<file path="src/rtl/footsies_pkg.sv">
// Shared definitions for the footsies game datapath: round-timer phase
// encodings, BCD digit widths, and the game_fsm state encoding used by the
// renderer and the seven-segment driver.
package footsies_pkg;

  localparam int BCD_DIGIT_W = 4;
  localparam int BCD_W       = 2 * BCD_DIGIT_W;
  localparam int PHASE_W     = 3;

  // Round-timer phases, visible on phase_o.
  typedef enum logic [PHASE_W-1:0] {
    TIMER_IDLE    = 3'd0,
    TIMER_CDOWN   = 3'd1,
    TIMER_CDONE   = 3'd2,
    TIMER_FIGHT   = 3'd3,
    TIMER_EXPIRED = 3'd4,
    TIMER_HOLD    = 3'd5
  } timer_phase_e;

  // game_fsm state encoding shared with the renderer and seven_seg_driver.
  typedef enum logic [1:0] {
    GAME_IDLE      = 2'd0,
    GAME_COUNTDOWN = 2'd1,
    GAME_FIGHT     = 2'd2,
    GAME_OVER      = 2'd3
  } game_state_e;

  // Binary 0..99 to packed two-digit BCD {tens, ones}.
  function automatic logic [BCD_W-1:0] to_bcd(input int unsigned v);
    logic [BCD_DIGIT_W-1:0] tens;
    logic [BCD_DIGIT_W-1:0] ones;
    tens = BCD_DIGIT_W'(v / 10);
    ones = BCD_DIGIT_W'(v % 10);
    return {tens, ones};
  endfunction

endpackage

</file>
<file path="src/rtl/round_timer_if.sv">
// Purpose: bundles the game_fsm phase enables and the round-timer status
//          outputs between game sequencing and the round timer.
// Modports: master = game_fsm side (drives enables), slave = round_timer.
interface round_timer_if;
  import footsies_pkg::*;

  logic               countdown_en_i;
  logic               fight_en_i;
  logic               gameover_en_i;
  logic [BCD_W-1:0]   time_o;
  logic [PHASE_W-1:0] phase_o;
  logic               countdown_done_o;
  logic               timeout_o;
  logic               warn_o;

  modport master (
    output countdown_en_i, fight_en_i, gameover_en_i,
    input  time_o, phase_o, countdown_done_o, timeout_o, warn_o
  );

  modport slave (
    input  countdown_en_i, fight_en_i, gameover_en_i,
    output time_o, phase_o, countdown_done_o, timeout_o, warn_o
  );

endinterface

</file>
<file path="src/rtl/bcd_down_counter.sv">
// Purpose: loadable two-digit BCD register with saturating decrement.
// Latency: 1 cycle from clr/load/dec to cnt_o; zero_o is combinational on cnt_o.
// Backpressure: none; priority clr > load > dec, dec at 00 is ignored.
// Ports: clk_i/rst_i (sync active-high), clr_i, load_i + load_val_i, dec_i,
//        cnt_o {tens, ones}, zero_o.
module bcd_down_counter
  import footsies_pkg::*;
(
  input  logic             clk_i,
  input  logic             rst_i,
  input  logic             clr_i,
  input  logic             load_i,
  input  logic [BCD_W-1:0] load_val_i,
  input  logic             dec_i,
  output logic [BCD_W-1:0] cnt_o,
  output logic             zero_o
);

  logic [BCD_DIGIT_W-1:0] tens_q, tens_d;
  logic [BCD_DIGIT_W-1:0] ones_q, ones_d;

  always_comb begin
    tens_d = tens_q;
    ones_d = ones_q;
    if (clr_i) begin
      tens_d = '0;
      ones_d = '0;
    end else if (load_i) begin
      tens_d = load_val_i[BCD_W-1:BCD_DIGIT_W];
      ones_d = load_val_i[BCD_DIGIT_W-1:0];
    end else if (dec_i && !zero_o) begin
      if (ones_q != '0) begin
        ones_d = ones_q - 1'b1;
      end else begin
        // Borrow: x0 -> (x-1)9. tens is nonzero here because 00 is excluded.
        ones_d = BCD_DIGIT_W'(9);
        tens_d = tens_q - 1'b1;
      end
    end
  end

  always_ff @(posedge clk_i) begin
    if (rst_i) begin
      tens_q <= '0;
      ones_q <= '0;
    end else begin
      tens_q <= tens_d;
      ones_q <= ones_d;
    end
  end

  assign cnt_o  = {tens_q, ones_q};
  assign zero_o = (tens_q == '0) && (ones_q == '0);

endmodule

</file>
<file path="src/rtl/round_timer.sv">
// Purpose: pre-fight 3-2-1 countdown and 99->00 BCD fight clock for the display.
// Latency: time_o/flags update 1 cycle after the prescaler wrap or enable change.
// Backpressure: none; level enables, priority gameover > fight > countdown.
// Ports: clk_i, rst_i (sync active-high), tif (round_timer_if.slave: enables in,
//        time_o/phase_o/countdown_done_o/timeout_o/warn_o out).
// Optional: define ROUND_TIMER_WARN_EN for the 2 Hz low-time warning on warn_o.
module round_timer
  import footsies_pkg::*;
#(
  parameter int unsigned FRAMES_PER_SEC = 60,
  parameter int unsigned COUNTDOWN_SECS = 3,
  parameter int unsigned FIGHT_SECS     = 99
`ifdef ROUND_TIMER_WARN_EN
  ,
  parameter int unsigned WARN_SECS      = 10
`endif
) (
  input  logic          clk_i,
  input  logic          rst_i,
  round_timer_if.slave  tif
);

  localparam logic [BCD_W-1:0] CDOWN_BCD  = to_bcd(COUNTDOWN_SECS);
  localparam logic [BCD_W-1:0] FIGHT_BCD  = to_bcd(FIGHT_SECS);
  localparam logic [7:0]       PRESC_LAST = 8'(FRAMES_PER_SEC - 1);

  timer_phase_e     state_q, state_d;
  logic [7:0]       presc_q, presc_d;
  logic             done_q, done_d;
  logic             timeout_q, timeout_d;

  logic             cnt_clr, cnt_load, cnt_dec;
  logic [BCD_W-1:0] cnt_load_val;
  logic [BCD_W-1:0] cnt;
  logic             cnt_zero;
  logic             tick;
  logic             last_sec;

  bcd_down_counter u_cnt (
    .clk_i      (clk_i),
    .rst_i      (rst_i),
    .clr_i      (cnt_clr),
    .load_i     (cnt_load),
    .load_val_i (cnt_load_val),
    .dec_i      (cnt_dec),
    .cnt_o      (cnt),
    .zero_o     (cnt_zero)
  );

  assign tick     = (presc_q == PRESC_LAST);
  // The decrement taking place this cycle lands on 00.
  assign last_sec = (cnt == 8'h01);

  always_comb begin
    state_d      = state_q;
    presc_d      = presc_q;
    done_d       = 1'b0;
    timeout_d    = timeout_q;
    cnt_clr      = 1'b0;
    cnt_load     = 1'b0;
    cnt_load_val = FIGHT_BCD;
    cnt_dec      = 1'b0;

    unique case (state_q)
      TIMER_IDLE: begin
        presc_d   = '0;
        timeout_d = 1'b0;
        // gameover while idle has nothing to freeze: stay idle at 00.
        if (!tif.gameover_en_i) begin
          if (tif.fight_en_i) begin
            state_d  = TIMER_FIGHT;
            cnt_load = 1'b1;
          end else if (tif.countdown_en_i) begin
            state_d      = TIMER_CDOWN;
            cnt_load     = 1'b1;
            cnt_load_val = CDOWN_BCD;
          end
        end
      end

      TIMER_CDOWN: begin
        if (tif.gameover_en_i) begin
          state_d = TIMER_HOLD;
        end else if (tif.fight_en_i) begin
          // fight outranks countdown: abandon the countdown and start the clock.
          state_d  = TIMER_FIGHT;
          cnt_load = 1'b1;
          presc_d  = '0;
        end else if (tif.countdown_en_i) begin
          presc_d = tick ? 8'd0 : presc_q + 8'd1;
          cnt_dec = tick;
          if (tick && last_sec) begin
            state_d = TIMER_CDONE;
            done_d  = 1'b1;
          end
        end else begin
          state_d = TIMER_IDLE;
          cnt_clr = 1'b1;
          presc_d = '0;
        end
      end

      TIMER_CDONE: begin
        if (tif.gameover_en_i) begin
          state_d = TIMER_HOLD;
        end else if (tif.fight_en_i) begin
          state_d  = TIMER_FIGHT;
          cnt_load = 1'b1;
          presc_d  = '0;
        end else if (!tif.countdown_en_i) begin
          state_d = TIMER_IDLE;
          cnt_clr = 1'b1;
        end
      end

      TIMER_FIGHT: begin
        if (tif.gameover_en_i) begin
          state_d = TIMER_HOLD;
        end else if (tif.fight_en_i) begin
          presc_d = tick ? 8'd0 : presc_q + 8'd1;
          cnt_dec = tick;
          if (tick && last_sec) begin
            state_d   = TIMER_EXPIRED;
            timeout_d = 1'b1;
            presc_d   = '0;
          end
        end else begin
          // Leaving the fight phase without game over ends the round.
          state_d   = TIMER_IDLE;
          cnt_clr   = 1'b1;
          presc_d   = '0;
          timeout_d = 1'b0;
        end
      end

      TIMER_EXPIRED: begin
        if (tif.gameover_en_i) begin
          state_d = TIMER_HOLD;
        end else if (!tif.fight_en_i) begin
          state_d   = TIMER_IDLE;
          cnt_clr   = 1'b1;
          timeout_d = 1'b0;
        end
      end

      TIMER_HOLD: begin
        // Time, timeout and prescaler stay frozen until game over drops.
        if (!tif.gameover_en_i) begin
          state_d   = TIMER_IDLE;
          cnt_clr   = 1'b1;
          presc_d   = '0;
          timeout_d = 1'b0;
        end
      end

      default: begin
        state_d   = TIMER_IDLE;
        cnt_clr   = 1'b1;
        presc_d   = '0;
        timeout_d = 1'b0;
      end
    endcase
  end

  always_ff @(posedge clk_i) begin
    if (rst_i) begin
      state_q   <= TIMER_IDLE;
      presc_q   <= '0;
      done_q    <= 1'b0;
      timeout_q <= 1'b0;
    end else begin
      state_q   <= state_d;
      presc_q   <= presc_d;
      done_q    <= done_d;
      timeout_q <= timeout_d;
    end
  end

`ifdef ROUND_TIMER_WARN_EN
  localparam logic [BCD_W-1:0] WARN_BCD  = to_bcd(WARN_SECS);
  // Toggle as the prescaler reaches 0 and FRAMES_PER_SEC/2 for an even blink.
  localparam logic [7:0]       HALF_LAST = 8'(FRAMES_PER_SEC / 2 - 1);

  logic warn_q, warn_d;

  always_comb begin
    warn_d = 1'b0;
    unique case (state_d)
      TIMER_EXPIRED: warn_d = 1'b1;
      TIMER_HOLD:    warn_d = warn_q;
      TIMER_FIGHT: begin
        if ((state_q == TIMER_FIGHT) && (cnt <= WARN_BCD) && !cnt_zero) begin
          warn_d = (tick || (presc_q == HALF_LAST)) ? ~warn_q : warn_q;
        end
      end
      default:       warn_d = 1'b0;
    endcase
  end

  always_ff @(posedge clk_i) begin
    if (rst_i) begin
      warn_q <= 1'b0;
    end else begin
      warn_q <= warn_d;
    end
  end

  assign tif.warn_o = warn_q;
`else
  assign tif.warn_o = 1'b0;
`endif

  assign tif.time_o           = cnt;
  assign tif.phase_o          = state_q;
  assign tif.countdown_done_o = done_q;
  assign tif.timeout_o        = timeout_q;

endmodule

</file>
<file path="src/flat_wrapper.sv">
// flat-port wrapper written by rule: the top's interface ports become plain ports
module round_timer_flat import footsies_pkg::*;
#(
  parameter int unsigned FRAMES_PER_SEC = 60,
  parameter int unsigned COUNTDOWN_SECS = 3,
  parameter int unsigned FIGHT_SECS     = 99

)
  (clk_i, rst_i, tif_countdown_en_i, tif_fight_en_i, tif_gameover_en_i, tif_time_o, tif_phase_o, tif_countdown_done_o, tif_timeout_o, tif_warn_o);
  round_timer_if tif_i ();
  input  logic clk_i;
  input  logic rst_i;
  input wire logic [$bits(tif_i.countdown_en_i)-1:0] tif_countdown_en_i;
  input wire logic [$bits(tif_i.fight_en_i)-1:0] tif_fight_en_i;
  input wire logic [$bits(tif_i.gameover_en_i)-1:0] tif_gameover_en_i;
  output wire logic [$bits(tif_i.time_o)-1:0] tif_time_o;
  output wire logic [$bits(tif_i.phase_o)-1:0] tif_phase_o;
  output wire logic [$bits(tif_i.countdown_done_o)-1:0] tif_countdown_done_o;
  output wire logic [$bits(tif_i.timeout_o)-1:0] tif_timeout_o;
  output wire logic [$bits(tif_i.warn_o)-1:0] tif_warn_o;
  assign tif_i.countdown_en_i = tif_countdown_en_i;
  assign tif_i.fight_en_i = tif_fight_en_i;
  assign tif_i.gameover_en_i = tif_gameover_en_i;
  assign tif_time_o = tif_i.time_o;
  assign tif_phase_o = tif_i.phase_o;
  assign tif_countdown_done_o = tif_i.countdown_done_o;
  assign tif_timeout_o = tif_i.timeout_o;
  assign tif_warn_o = tif_i.warn_o;
  round_timer #(.FRAMES_PER_SEC(FRAMES_PER_SEC), .COUNTDOWN_SECS(COUNTDOWN_SECS), .FIGHT_SECS(FIGHT_SECS)) u_core (.clk_i(clk_i), .rst_i(rst_i), .tif(tif_i));
endmodule
</file>
<file path="config.mk">
export PLATFORM = sky130hd
export DESIGN_NAME = round_timer_flat
export DESIGN_NICKNAME = d
export VERILOG_FILES = /design/src/rtl/footsies_pkg.sv /design/src/rtl/round_timer_if.sv /design/src/rtl/bcd_down_counter.sv /design/src/rtl/round_timer.sv /design/src/flat_wrapper.sv
export SDC_FILE = /design/constraint.sdc
export NUM_CORES = 1
export LEC_CHECK = 0
export ABC_AREA = 1
export CAP_MARGIN = 15
export CELL_PAD_IN_SITES_DETAIL_PLACEMENT = 1
export CELL_PAD_IN_SITES_GLOBAL_PLACEMENT = 2
export CORE_MARGIN = 3
export CORE_UTILIZATION = 30
export CTS_CLUSTER_SIZE = 20
export DETAILED_ROUTE_END_ITERATION = 8
export PLACE_DENSITY_LB_ADDON = 0.3
export SKIP_CTS_REPAIR_TIMING = 1
export SYNTH_ARGS = -nofsm -noshare
export SYNTH_HDL_FRONTEND = slang
export SYNTH_SLANG_ARGS = --single-unit
</file>
<file path="constraint.sdc">
create_clock -name clk_i -period 3 [get_ports clk_i]
set_input_delay 0.45 -clock clk_i [delete_from_list [all_inputs] [get_ports clk_i]]
set_output_delay 0.45 -clock clk_i [all_outputs]
set_load 0.02 [all_outputs]
</file>
==> summary.md, run 1 <==
| Metric | Value |
|---|---|
| Initial Utilization | `0.324` |
| Warnings, synthesis | `0` |
| 1st-pass router iterations | `4` |
| RSZ-0062 raised after global routing | `false` |
| Post-route standard cell area excluding fillers | `1750 um^2` |
| Clock sink total | `21` |
| Number of nets in the final layout | `277` |
| Combined area of all synthesized cells | `1480 um^2` |
| Worst supply voltage drop on vdd | `0.312 mV` |
| # placed instances | `330` |
| Clock period minus worst slack | `2.02 ns` |
| DP HPWL | `3270 um` |
| Width of the chip | `76.2 um` |
| Required time at the worst-slack endpoint | `3.17 ns` |
| Global-route wire length before repair | `7380 um` |
| I/O pin count | `19` |
| Core ar. | `4560 um^2` |
| Share of the yosys chip area belonging to registers | `0.285` |
| Instance count of the mapped netlist | `252` |
| Static Leakage | `0.767 nW` |
| Port bufs | `17` |
| FF+latch count, synth | `21` |
| Clock skew after layout | `0.00512 ns` |
| Diode insertion count for antenna repair | `0` |
| Run status | `finished clean` |
| Deepest clock path buffer count | `2` |
| Global placement routability congestion | `0.875` |
| Number of global-route vias before repair | `1,580` |
| Remaining DRCs | `0` |
| Critical Setup Path Class | `input pin to flip-flop` |
| Detail-routed net length per standard cell | `12.5 um` |
| Via count of the routed design | `1,569` |
| Via-per-instance ratio | `4.70` |
| Remaining global-route overflow | `0` |
| Clock tree root driver cell | `sky130_fd_sc_hd__clkbuf_8` |
| Worst-Skew Late Latency | `0.27 ns` |
| Number of antenna violations at the first check in global routing | `0` |
| Crit. End Element | `flip-flop` |
| Max-slew violations | `0` |
| Post-route antenna net violation count | `0` |
| Std-Cell Rows | `24` |
| Worst path arrival time | `2.18 ns` |
| Fill count | `644` |
| Crit path launch type | `input pin` |
| Die H | `76.2 um` |
| Tcrit/Tclk final | `0.672` |
| Routed Wire Length | `4160 um` |
| Power per cell area | `900 nW/um^2` |
| Total track usage | `0.151` |
| Max Clk Rate | `496 MHz` |
| Initial detailed-routing violation count | `50` |
| Number of buffers inserted during clock tree synthesis | `3` |
| Synthesized area divided by synthesized cell count | `5.86 um^2` |
| Number of endpoints with negative hold slack in the final report | `0` |
| Area overhead of the layout relative to synthesis | `18.2%` |
| Max-cap violations | `0` |
| H-tree Lvls | `1` |
| Non-filler instance count after layout | `334` |
| Fin util | `0.383` |
| Clock tree from TritonCTS | `done` |
| Clock transition time at the flip-flop clock pins of the worst setup and hold paths | `0.09 ns` |
| Share of layout cells above drive strength 1 | `0.0781` |
| Maximum number of pins on one net before global-route repair | `13` |
| # setup viols final | `0` |
| Maximum fanout along the worst path | `12` |
| Hold Path Class | `flip-flop to flip-flop` |
| Syn Nets | `259` |
| Area of the die | `5800 um^2` |
| Yosys cell types | `26` |
| Total Negative Setup Slacks | `0 ns` |
| Instance area after placement | `1700 um^2` |
==> per-layer routing <==
metal  wire length [um]  part of all wire  up-vias  track usage
li1                   -                 -      838            -
met1               2190              0.53      711        0.198
met2               1860              0.45       18        0.254
met3                 86             0.021        2       0.0343
met4                 27            0.0065        0       0.0272
met5                  0                 0        -            0
==> flip-flops by register name, summed over array words and instances, names as in the netlist <==
register / count
u_core.tif.phase_o: 3
u_core.presc_q: 8
u_core.tif.countdown_done_o: 1
u_core.tif.timeout_o: 1
u_core.u_cnt.tens_q: 4
u_core.u_cnt.ones_q: 4
==> final timing paths <==
kind | start | to | slack [ns] | cells past startpoint
worst max-delay path | tif_gameover_en_i | u_core.presc_q[3]$_SDFFE_PP0P_ | 0.98 | 9
worst min-delay path | u_core.tif.timeout_o$_SDFFE_PP0P_ | u_core.tif.timeout_o$_SDFFE_PP0P_ | 0.48 | 2
worst max register to register | u_core.tif.phase_o[1]$_SDFFE_PP0P_ | u_core.presc_q[3]$_SDFFE_PP0P_ | 1.31 | 8
worst min register to register | u_core.tif.timeout_o$_SDFFE_PP0P_ | u_core.tif.timeout_o$_SDFFE_PP0P_ | 0.48 | 2
==> critical path, cell delays in order <==
cell	delay (ns)
sky130_fd_sc_hd__clkdlybuf4s50_1	0.65
sky130_fd_sc_hd__nand4_1	0.24
sky130_fd_sc_hd__nand2_1	0.12
sky130_fd_sc_hd__nor2_2	0.17
sky130_fd_sc_hd__nand2_2	0.16
sky130_fd_sc_hd__nor2_1	0.15
sky130_fd_sc_hd__nor2_2	0.07
sky130_fd_sc_hd__inv_2	0.11
sky130_fd_sc_hd__nor2_1	0.06
==> cells in the mapped netlist (all sizes together) <==
cell type	count	area [um^2]
nand3b	1	7.51
inv	35	131
o31ai	1	7.51
buf	3	23.8
ha	2	25.0
clkbuf	1	5.00
nor3b	1	7.51
nand4	4	25.0
nor4	1	6.26
o21ai	12	60.1
xor2	2	17.5
nand2	70	275
nor3	7	35.0
conb	1	3.75
nor2	43	169
a22oi	1	7.51
a21oi	16	80.1
dfxtp	21	420
nand3	30	170
==> cells in the final DEF, fill, tap and decap left out, drive strengths merged <==
| cell type | synthesis | final |
|---|---|---|
| nor3b | 1 | 1 |
| nor2 | 43 | 43 |
| o21ai | 12 | 12 |
| nand4 | 4 | 4 |
| a21oi | 16 | 16 |
| conb | 1 | 1 |
| ha | 2 | 2 |
| dfxtp | 21 | 21 |
| clkdlybuf4s50 | 0 | 17 |
| xor2 | 2 | 2 |
| clkinv | 0 | 1 |
| nand2 | 70 | 70 |
| nand3 | 30 | 30 |
| o31ai | 1 | 1 |
| nor3 | 7 | 7 |
| inv | 35 | 35 |
| nand3b | 1 | 1 |
| nor4 | 1 | 1 |
| clkbuf | 1 | 3 |
| a22oi | 1 | 1 |
==> area by class of cell <==
cell class                      instances  area (um^2)  share of cell area
Multi-Input combinational cell        192          897               0.514
Sequential cell                        21          420               0.241
Clock inverter                          1         5.00             0.00287
Clock buffer                            3         41.3              0.0236
Timing Repair Buffer                   17          170              0.0974
Tap cell                               65         81.3              0.0466
Inverter                               35          131              0.0752
==> cells by family after synthesis <==
logic type,after synthesis,share of synthesized area
other,1,0.00254
adder cells (fa/ha/maj),2,0.0169
AO/OA/AOI/OAI,30,0.105
AND/OR/NAND/NOR,157,0.471
XOR/XNOR,2,0.0119
flip-flops,21,0.285
buffers and inverters,39,0.108
==> power by group <==
| part | total, mW | internal (mW) | switching, mW |
|---|---|---|---|
| Clock | 0.200 | 0.0929 | 0.107 |
| Combinational | 0.959 | 0.329 | 0.630 |
| Sequential | 0.414 | 0.334 | 0.0800 |
| Total | 1.57 | 0.755 | 0.817 |
==> through the flow <==
step | worst slack (ns) | power, mW | hold slack (ns)
finish | 0.984 | 1.57 | 0.485
global route | 0.825 | 1.75 | 0.526
CTS | 1.01 | 1.60 | 0.489
detailed placement | 0.730 | 1.38 | 0.475
global placement | 0.719 | 1.39 | 0.451
floorplan | 1.46 | 1.11 | 0.457
(Power assumes the default switching activity.)
==> run 2: changes to the inputs <==
- CORE_UTILIZATION: 30 -> 28
- clock period: 3 -> 1.9 ns (I/O delays scaled with it)
==> summary.md, run 2 (same netlist as run 1, synthesis figures left out) <==
| Metric | Value |
|---|---|
| DP HPWL | `3380 um (+3.3%)` |
| Via-per-instance ratio | `4.65 (-1.0%)` |
| Delay of the slowest critical-path stage | `0.67 ns (+0.02 ns)` |
| 1st-pass router iterations | `4 (unchanged)` |
| Via count of the routed design | `1,627 (+3.7%)` |
| Regs by FF count | `u_core.presc_q: 8 flops, u_core.u_cnt.ones_q: 4 flops, u_core.u_cnt.tens_q: 4 flops` |
| Routed Wire Length | `4150 um (-0.14%)` |
| Buffer and inverter count on the worst path | `1 (-1)` |
| Number of global-route vias before repair | `1,654 (+4.7%)` |
| # placed instances | `346 (+4.8%)` |
| Number of buffers inserted during clock tree synthesis | `3 (unchanged)` |
| Max reg flops | `8 (unchanged)` |
| Fin util | `0.379 (-0.00357)` |
| Share of total power consumed by net switching | `0.508 (-0.0114)` |
| Clock skew after layout | `0.00778 ns (+0.00266 ns)` |
| Worst path arrival time | `1.47 ns (-0.71 ns)` |
| Remaining global-route overflow | `0 (unchanged)` |
| Area of the die | `6190 um^2 (+6.6%)` |
| Run status | `finished clean` |
| Worst supply voltage drop on vdd | `0.595 mV (+91%)` |
| Diode insertion count for antenna repair | `0 (unchanged)` |
| Maximum number of pins on one net before global-route repair | `14 (+1)` |
| Max Clk Rate | `571 MHz` |
| Share of layout cells above drive strength 1 | `0.127 (+0.0491)` |
| I/O pin count | `19 (unchanged)` |
| Most common cell after layout, fill and taps aside | `sky130_fd_sc_hd__nand2_1` |
| Chain of cells forming the critical path | `clkdlybuf4s50_1` |
| Global-route wire length before repair | `7490 um (+1.6%)` |
| Clock sink total | `21 (unchanged)` |
| RSZ-0062 raised after global routing | `false` |
| Required time at the worst-slack endpoint | `1.62 ns (-1.55 ns)` |
| Clock period minus worst slack | `1.75 ns` |
| Critical Setup Path Class | `flip-flop to primary output` |
| Post-route antenna net violation count | `0 (unchanged)` |
| Clock transition time at the flip-flop clock pins of the worst setup and hold paths | `0.09 ns (about the same)` |
| Power per cell area | `1370 nW/um^2 (+52%)` |
| Master of the slowest instance on the critical path | `sky130_fd_sc_hd__clkdlybuf4s50_1` |
| Switching power total | `1.30 mW (+59%)` |
| Top cell family by delay on the critical path | `buffers and inverters` |
| Initial detailed-routing violation count | `49 (-2.0%)` |
| Min-Delay Path Depth | `2 (unchanged)` |
| Logic pwr share | `0.623 (+0.013)` |
| Number of nets in the final layout | `291 (+5.1%)` |
| Non-filler instance count after layout | `350 (+4.8%)` |
| Total power draw | `2.56 mW (+63%)` |
| Part of the total power dissipated in sequential elements | `0.254 (-0.009)` |
| H-tree Lvls | `1 (unchanged)` |
| Max-cap violations | `0 (unchanged)` |
| # setup viols final | `0 (unchanged)` |
| Remaining DRCs | `0 (unchanged)` |
| Number of antenna violations at the first check in global routing | `0 (unchanged)` |
| Width of the chip | `78.6 um (+3.2%)` |
| Clock tree root driver cell | `sky130_fd_sc_hd__clkbuf_8` |
| Global placement routability congestion | `0.816 (-6.8%)` |
| Register area | `420 um^2 (unchanged)` |
| Hold Path Class | `flip-flop to flip-flop` |
| Fill count | `678 (+5.3%)` |
| Total internal power | `1.26 mW (+66%)` |
| Static Leakage | `0.829 nW (+8.1%)` |
| Total track usage | `0.148 (-0.00273)` |
| Port bufs | `17 (unchanged)` |
| Crit path launch type | `flip-flop` |
| Commonest non-fill, non-tap cells in the layout | `sky130_fd_sc_hd__nand2_1, sky130_fd_sc_hd__nor2_1, sky130_fd_sc_hd__inv_1` |
| Crit. End Element | `primary output` |
| Worst reg-to-reg path cell count | `9 (+1)` |
| Maximum fanout along the worst path | `8 (-4)` |
| Initial Utilization | `0.301 (-0.0228)` |
| Die H | `78.6 um (+3.2%)` |
| Tcrit/Tclk final | `0.922` |
| Detail-routed net length per standard cell | `11.9 um (-4.7%)` |
| Std-Cell Rows | `25 (+4.2%)` |
| Clock tree from TritonCTS | `done` |
| Power share of the clock group | `0.123 (-0.004)` |
| Area of the multi-input gates | `902 um^2 (+0.56%)` |
| Register with the most flip-flops | `u_core.presc_q` |
| Number of endpoints with negative hold slack in the final report | `0 (unchanged)` |
| Total Negative Setup Slacks | `0 ns (unchanged)` |
| Area overhead of the layout relative to synthesis | `26.0%` |
| Logic depth of the worst path, buffers included | `1 (-8)` |
| Post-route standard cell area excluding fillers | `1860 um^2 (+6.6%)` |
| Deepest clock path buffer count | `2 (unchanged)` |
| Core ar. | `4910 um^2 (+7.6%)` |
| Max-slew violations | `0 (unchanged)` |
| Worst-Skew Late Latency | `0.27 ns (about the same)` |
| Instance area after placement | `1810 um^2 (+6.3%)` |
-- run 2: changes by cell type in the layout (fill, tap and decap cells not counted) --
cell                         delta
sky130_fd_sc_hd__nand3_2        +1
sky130_fd_sc_hd__nand3_1        -1
sky130_fd_sc_hd__clkinvlp_4     +1
sky130_fd_sc_hd__clkinv_2       -1
sky130_fd_sc_hd__buf_4         +14
-- run 2: per-stage QoR --
step	setup slack, ns	hold slack (ns)
6_report	0.147	0.481
5_1_grt	0.0142	0.518
4_1_cts	0.125	0.492
3_5_place_dp	-0.0482	0.478
3_3_place_gp	-0.0386	0.448
2_1_floorplan	0.363	0.354
-- run 2: worst paths after layout --
| kind | start | end | slack (ns) |
|---|---|---|---|
| worst max-delay path | u_core.tif.phase_o[1]$_SDFFE_PP0P_ | tif_phase_o[1] | 0.15 |
| worst min-delay path | u_core.tif.timeout_o$_SDFFE_PP0P_ | u_core.tif.timeout_o$_SDFFE_PP0P_ | 0.48 |
| worst max register to register | u_core.presc_q[0]$_SDFFE_PP0P_ | u_core.tif.phase_o[0]$_SDFFE_PP0P_ | 0.23 |
| worst min register to register | u_core.tif.timeout_o$_SDFFE_PP0P_ | u_core.tif.timeout_o$_SDFFE_PP0P_ | 0.48 |
-- run 2: layout make-up --
| cell class | count | area share |
|---|---|---|
| Clock inverter | 1 | 0.00403 |
| Tap cell | 67 | 0.0450 |
| Timing Repair Buffer | 31 | 0.148 |
| Sequential cell | 21 | 0.226 |
| Clock buffer | 3 | 0.0222 |
| Inverter | 35 | 0.0706 |
| Multi-Input combinational cell | 192 | 0.485 |
-- run 2: worst min-delay path, cell delays in order (launching register included) --
cell and delay [ns]:
sky130_fd_sc_hd__dfxtp_1 0.32, sky130_fd_sc_hd__nand2_1 0.06, sky130_fd_sc_hd__a21oi_1 0.06
-- run 2: metal layers --
layer	track usage	share of wire	wire length, um
met1	0.202	0.53	2190
met2	0.239	0.44	1840
met3	0.0206	0.020	83
met4	0.0472	0.011	46
met5	0	0	0
-- run 2: power by group through the flow --
stage	Clock, mW	Combinational [mW]	Sequential [mW]
floorplan	0	1.03	0.727
global placement	0	1.60	0.665
detailed placement	0	1.60	0.660
CTS	0.333	1.61	0.651
global route	0.353	1.81	0.673
finish	0.314	1.59	0.648
